--- src/rtl/reg_rename_file.sv ---
// Architectural register file with per-register ROB rename tags.
// Operands resolve from the file, the in-flight commit, or the ROB query port.
module reg_rename_file #(
   parameter int TAG_W = 4,
   parameter int NREG  = 32
) (
   input  logic             clk,
   input  logic             rst,
   input  logic             rdy,
   input  logic             clear,
   input  logic             issue_ok,
   input  logic [4:0]       issue_rd,
   input  logic [TAG_W-1:0] issue_tag,
   input  logic             commit_ok,
   input  logic [TAG_W-1:0] commit_tag,
   input  logic [4:0]       commit_addr,
   input  logic [31:0]      commit_val,
   input  logic [4:0]       rs1,
   input  logic [4:0]       rs2,
   output logic [TAG_W-1:0] rob_q1,
   output logic [TAG_W-1:0] rob_q2,
   input  logic             rob_q1_ok,
   input  logic             rob_q2_ok,
   input  logic [31:0]      rob_v1,
   input  logic [31:0]      rob_v2,
   output logic             rs1_rdy,
   output logic             rs2_rdy,
   output logic [31:0]      rs1_val,
   output logic [31:0]      rs2_val,
   output logic [TAG_W-1:0] rs1_tag,
   output logic [TAG_W-1:0] rs2_tag
);

   localparam int DATA_W = 32;

   typedef struct packed {
      logic              rdy;
      logic [DATA_W-1:0] val;
      logic [TAG_W-1:0]  tag;
   } opnd_t;

   logic [DATA_W-1:0] regs [NREG];
   logic [NREG-1:0]   busy;
   logic [TAG_W-1:0]  tags [NREG];

   // Priority: x0, committed file value, commit bypass, ROB completed value, pending tag.
   function automatic opnd_t resolve(
      input logic [4:0]        rs,
      input logic              rs_busy,
      input logic [DATA_W-1:0] rs_reg,
      input logic [TAG_W-1:0]  rs_tag,
      input logic              q_ok,
      input logic [DATA_W-1:0] q_val,
      input logic              c_ok,
      input logic [4:0]        c_addr,
      input logic [TAG_W-1:0]  c_tag,
      input logic [DATA_W-1:0] c_val
   );
      opnd_t o;
      o = '0;
      if (rs == 5'd0) begin
         o.rdy = 1'b1;
      end else if (!rs_busy) begin
         o.rdy = 1'b1;
         o.val = rs_reg;
      end else if (c_ok && (c_addr == rs) && (c_tag == rs_tag)) begin
         o.rdy = 1'b1;
         o.val = c_val;
      end else if (q_ok) begin
         o.rdy = 1'b1;
         o.val = q_val;
      end else begin
         o.tag = rs_tag;
      end
      return o;
   endfunction

   // Entry 0 is only ever written by reset, which keeps x0 zero and never busy.
   always_ff @(posedge clk or negedge rst) begin
      if (!rst) begin
         busy <= '0;
         for (int i = 0; i < NREG; i++) begin
            regs[i] <= '0;
            tags[i] <= '0;
         end
      end else if (rdy) begin
         for (int i = 1; i < NREG; i++) begin
            if (commit_ok && (commit_addr == 5'(i)))
               regs[i] <= commit_val;
            if (clear) begin
               busy[i] <= 1'b0;
            end else if (issue_ok && (issue_rd == 5'(i))) begin
               busy[i] <= 1'b1;
               tags[i] <= issue_tag;
            end else if (commit_ok && (commit_addr == 5'(i)) && busy[i] && (tags[i] == commit_tag)) begin
               busy[i] <= 1'b0;
            end
         end
      end
   end

   opnd_t op1, op2;

   always_comb begin
      op1 = resolve(rs1, busy[rs1], regs[rs1], tags[rs1], rob_q1_ok, rob_v1,
                    commit_ok, commit_addr, commit_tag, commit_val);
      op2 = resolve(rs2, busy[rs2], regs[rs2], tags[rs2], rob_q2_ok, rob_v2,
                    commit_ok, commit_addr, commit_tag, commit_val);
   end

   assign rob_q1  = tags[rs1];
   assign rob_q2  = tags[rs2];
   assign rs1_rdy = op1.rdy;
   assign rs1_val = op1.val;
   assign rs1_tag = op1.tag;
   assign rs2_rdy = op2.rdy;
   assign rs2_val = op2.val;
   assign rs2_tag = op2.tag;

endmodule

--- config.mk ---
export PLATFORM = sky130hd
export DESIGN_NAME = reg_rename_file
export DESIGN_NICKNAME = d
export VERILOG_FILES = /design/src/rtl/reg_rename_file.sv
export SDC_FILE = /design/constraint.sdc
export NUM_CORES = 2
export LEC_CHECK = 0
export CAP_MARGIN = 20
export CORE_MARGIN = 5
export CORE_UTILIZATION = 60
export CTS_CLUSTER_SIZE = 24
export DETAILED_ROUTE_END_ITERATION = 16
export GPL_TIMING_DRIVEN = 0
export PLACE_DENSITY = 0.81
export SLEW_MARGIN = 25
export SYNTH_ARGS = -nofsm -noshare
export SYNTH_HDL_FRONTEND = slang
export SYNTH_SLANG_ARGS = --single-unit
--- constraint.sdc ---
create_clock -name clk -period 5.6 [get_ports clk]
set_clock_uncertainty 0.05 [all_clocks]
set_input_delay 1.12 -clock clk [delete_from_list [all_inputs] [get_ports clk]]
set_output_delay 1.12 -clock clk [all_outputs]
set_load 0.005 [all_outputs]
# Word level (Yosys, flattened, before mapping)
# Index checks and enable logic that the tools add are counted.
# Widths: inputs -> output; s select.
word_totals:
  regBits: 1147
  out_inout_bits: 82
  elab_cells: 576
classes:
  order_cmp: 4
  n_eq_ne: 97
  mux: 125
  bitwise: 3
  reduce_logical: 254
ops:
  columns: ["op", "n"]
  rows:
  - ["$bmux 32 s5", 2]
  - ["$mux 33", 6]
  - ["$eq 5x5->1 const B", 32]
  - ["$eq 4x4->1", 33]
  - ["$logic_and 1x1->1", 128]
  - ["$mux 32", 4]
  - ["$reduce_and 2->1", 62]
  - ["$mux 1", 97]
  - ["$reduce_and 3->1", 31]
  - ["$reduce_bool 3->1", 31]
  - ["$eq 5x4->1 const B", 16]
  - ["$mux 36", 2]
  - ["$bmux 4 s5", 2]
  - ["$eq 5x3->1 const B", 8]
  - ["$mux 4", 10]
  - ["$eq 5x2->1 const B", 4]
  - ["$ge 6x6->1 const B", 2]
  - ["$lt 5x6->1 const B", 2]
  - ["$not 5->6", 2]
  - ["$bmux 1 s5", 2]
  - ["$eq 5x1->1 const B", 2]
  - ["$eq 5x5->1", 2]
  - ["$logic_not 5->1", 2]
  - ["$not 1->1", 1]

# Logic depth before layout (Yosys ltp)
depth:
  ltp_word: 9
  mapped_depth: 12

# Least setup slack after synthesis
# OpenSTA, ideal clock, no wires.
synth_timing:
  path_kind: "input -> output"
  startpoint: "input rs2[0]"
  endpoint: "output rs2_val[0]"
  arrival_ns: 3.523
  required_time_ns: 4.430
  slack_ns: 0.907
  stages: 8
  path_buffers: 4
  cell_sequence: "buf_4 -> buf_4 -> buf_2 -> buf_1 -> mux4_2 -> mux4_2 -> a211oi_1 -> a31oi_1"
synth_between:
  elab_chain_len: 9
  word_cells_on_any_way: 17
  classes_between: "2 x eq/ne; 11 x mux; 1 x bitwise; 3 x reduce/logical"
synth_lines:
  columns: ["element", "line_no", "text"]
  rows:
  - ["start: declaration", "19", "input logic [4:0] rs2,"]
  - ["$not 5->6 (not written as such)", "107", "op2 = resolve(rs2, busy[rs2], regs[rs2], tags[rs2], rob_q2_ok, rob_v2,"]
  - ["$bmux 4 s5", "107", null]
  - ["$mux 4 (not written as such) (2 in series)", "107", null]
  - ["$eq 4x4->1", "66", "end else if (c_ok && (c_addr == rs) && (c_tag == rs_tag)) begin"]
  - ["$logic_and 1x1->1", "66", null]
  - ["$mux 33", "66", null]
  - ["$mux 33", "63", "end else if (!rs_busy) begin"]
  - ["$mux 36 *", "61", "if (rs == 5'd0) begin"]
  - ["end: declaration", "29", "output logic [31:0] rs2_val,"]
# Mark *: on every way between the ends. The rest lies on a longest branch, timed or not. The select of a mux whose other input is x is not followed.

# Worst setup path after layout
layout_timing:
  startpoint: "input rs2[2]"
  endpoint: "output rs2_val[13]"
# The elaborated chain is that of the path after synthesis.

==> impl_metrics.toml <==
[drt]
vias = 47700
dr.pass1.iters = 6
drt-wirelength-per-cell_microns = 38.3
drc_errors = 0
finalWirelength_mm = 240
drtAntennaViolNets = 0
drt_iter0_markers = 6760
viasPerCell = 7.63

[global_route]
antenna_found_initial = 4
met1_usage_pct = 53.0
gr-total-overflow = 0
busiest_layer = "met2"
track_usage_pct = 41.1
grt_use_met3_pct = 15.8
grt.met2_usage_pct = 58.7
grt_pass1_vias = 48500
grt_pass1_wl_mm = 342
grt_max_degree = 138

[critical_path]
cp-start-kind = "primary input"
reg2reg_slack_ps = 3870
crit_path_end_kind = "output port"
crit_arrival_ps = 4530
critPathMaxFanout = 10
crit_path_frequent_cell = "clkdlybuf4s50_1"
cpMaxStageDelayCell = "nor4_4"
crit_family = "buffers and inverters"
worst-path-buf-inv = 5
slowest_delay_ps = 570
crit_type = "primary input to output port"
worstPathCellList = "clkdlybuf4s50_1 -> buf_6 -> nand2_1 -> a21oi_1 -> and3_1 -> nor4_4 -> xor2_2 -> buf_12 -> buf_8 -> nand4_1 -> a31oi_4 -> clkdlybuf4s50_1"
required_ps = 4430

[power_and_ir_drop]
power.density_mw_per_mm2 = 310
p_leak_nw = 33.0
p_switching_mw = 6.59
seqPwrFrac_pct = 43.9
ir_drop_mv = 0.320
intPower_mw = 16.7
power_mw = 23.3
p_clk_share_pct = 35.8
comb_power_share_pct = 20.4
p_sw_share_pct = 28.3

[clock_tree]
cts-hold-fix-buffers = 0
cts_root_buffer = "clkbuf_16"
clkSinkCount = 1147
cts.reportedPaths.clkPinSlew_ps = 60
htreeDepth = 3
tritoncts = "built"
clock_path_buffers = 3
numCtsBuffers = 119
insertion_delay_ps = 740

[job]
maxCapViolCount = 0

[yosys]
async_flop_share_pct = 100
synth_ff_type = "dfrtp_1"
synth_cells = 4392
synthDistinctLibCells = 70
synth_enable_flop_cells = 0
syn_area_sq_mm = 0.0648
synth_warnings = 37
syn_nets = 4524
synth_seq_cells = 1147
synth.yosys.seq_area_share_pct = 44.3
synth_area_per_cell_sq_um = 14.8

[placed_design]
placed_cells = 6012
gp_congestion = 0.988
dp_hpwl_mm = 164
port_buffers = 203

[cells_and_area]
final_cell_mix = "mux2_2, dfrtp_1, mux4_2"
area_growth_pct = 15.7
fill_cells = 7059
regArea_sq_mm = 0.0287
drive_gt1_share_pct = 50.3
final_common_cell = "mux2_2"
multi_input_area_sq_mm = 0.0346
fin_cells = 6252
final_util_pct = 70.0
nets = 4882

[sta]
tightest_slew_ps = 1250
setup_tns_ps = -283
setup_ws_ps = -104
holdWs_ps = 194
rsz0062_at_grt = "true"
slew_violations = 0
slew_headroom_pct = 16.5
hold_viol_final = 0
fmax_mhz = 175
min_period_ps = 5700
setup_viol = 8
fin_crit_sh_pct = 102

[outcome]
violations = "setup timing"
status = "complete, but fails checks"

[floorplan]
start_util_pct = 60.5
fp-row-count = 120
die_x_microns = 339
die_y_microns = 339
die-area_sq_mm = 0.115
boundaryPins = 214
core_sq_mm = 0.107

[min_path]
hold_class = "primary input to async pin"
[layout make-up]
class / count / share of cell area, %
Tap cell: 1403 / 2.34
Antenna cell: 3 / 0.0100
Sequential cell: 1147 / 38.3
Timing Repair Buffer: 243 / 3.50
Buffer: 461 / 4.40
Clock buffer: 175 / 4.65
Inverter: 9 / 0.0450
Clock inverter: 42 / 0.679
Multi-Input combinational cell: 2769 / 46.1
[path summary, 6_finish.rpt]
path,cells past startpoint,end,startpoint
max reg2reg,5,busy[5]$_DFFE_PN0P_,tags[106]$_DFFE_PN0P_
max,12,rs2_val[13],rs2[2]
min,1,regs[731]$_DFFE_PN0P_,rst
max in group asynchronous,4,tags[87]$_DFFE_PN0P_,rst
min in group clk,2,busy[5]$_DFFE_PN0P_,busy[5]$_DFFE_PN0P_
min reg2reg,2,busy[5]$_DFFE_PN0P_,busy[5]$_DFFE_PN0P_
[timing repair]
item                       in CTS  in global routing
gates cloned                    0                  1
gates resized for setup       420                123
pin swaps                      14                 15
setup buffers                  21                  3
setup endpoints to repair      74                 68
[synthesized netlist by cell type (all sizes together), types with 25 or more instances]
library cell / instances / area [sq um]
xnor2: 39 / 342
nand2: 114 / 428
nand3: 28 / 150
mux4: 626 / 14100
mux2: 1213 / 13700
nor3: 43 / 215
nor2: 142 / 536
mux2i: 39 / 390
nand4: 46 / 288
buf: 185 / 1100
xor2: 98 / 858
nor4: 33 / 228
nor2b: 25 / 156
dfrtp: 1147 / 28700
clkbuf: 282 / 1060
a221o: 33 / 330
a22o: 58 / 508
a31o: 50 / 438
a31oi: 35 / 225
[cells by family (layout without fill, tap and decap cells)]
kind of cell | after synthesis | after routing | share of synthesized area (%)
AOI/OAI and AO/OA | 271 | 271 | 3.38
xor gates and xnor gates | 137 | 137 | 1.85
buffers and inverters | 476 | 930 | 3.37
DFF | 1147 | 1147 | 44.3
muxes | 1878 | 1878 | 43.5
other | 0 | 3 | 0
and+or+nand+nor | 483 | 483 | 3.68
[worst reg2reg max path, delay by kind of cell (launching register included)]
family / cells / cell delay, ps
flip-flops: 1 / 440
XOR/XNOR: 1 / 200
AND/OR/NAND/NOR: 4 / 930
[power groups by stage]
stage	sequential, mW	clock (mW)	combinational, mW
CTS	10.1	8.26	4.61
global placement	10.2	0	4.30
detailed placement	10.3	0	4.44
floorplan	9.96	0	3.02
global route	10.3	8.59	4.95
finish	10.2	8.33	4.75
[layer usage]
metal	routed length, microns	part of all wire, %
met1	82900	35
met2	102000	43
met3	34700	15
met4	19200	8.0
met5	238	0.099
[registers in the layout, indices dropped and copies added, names as in the netlist]
name,flops
regs,992
tags,124
busy,31
[through the flow]
stage                     area [sq um]  worst slack (ps)
after floorplan                  64800               907
after global placement           68600            -48530
after detailed placement         69000             -2100
after CTS                        74500             -19.0
after global routing             75000             -84.2
final                            75000              -104
(Power assumes the default switching activity.)
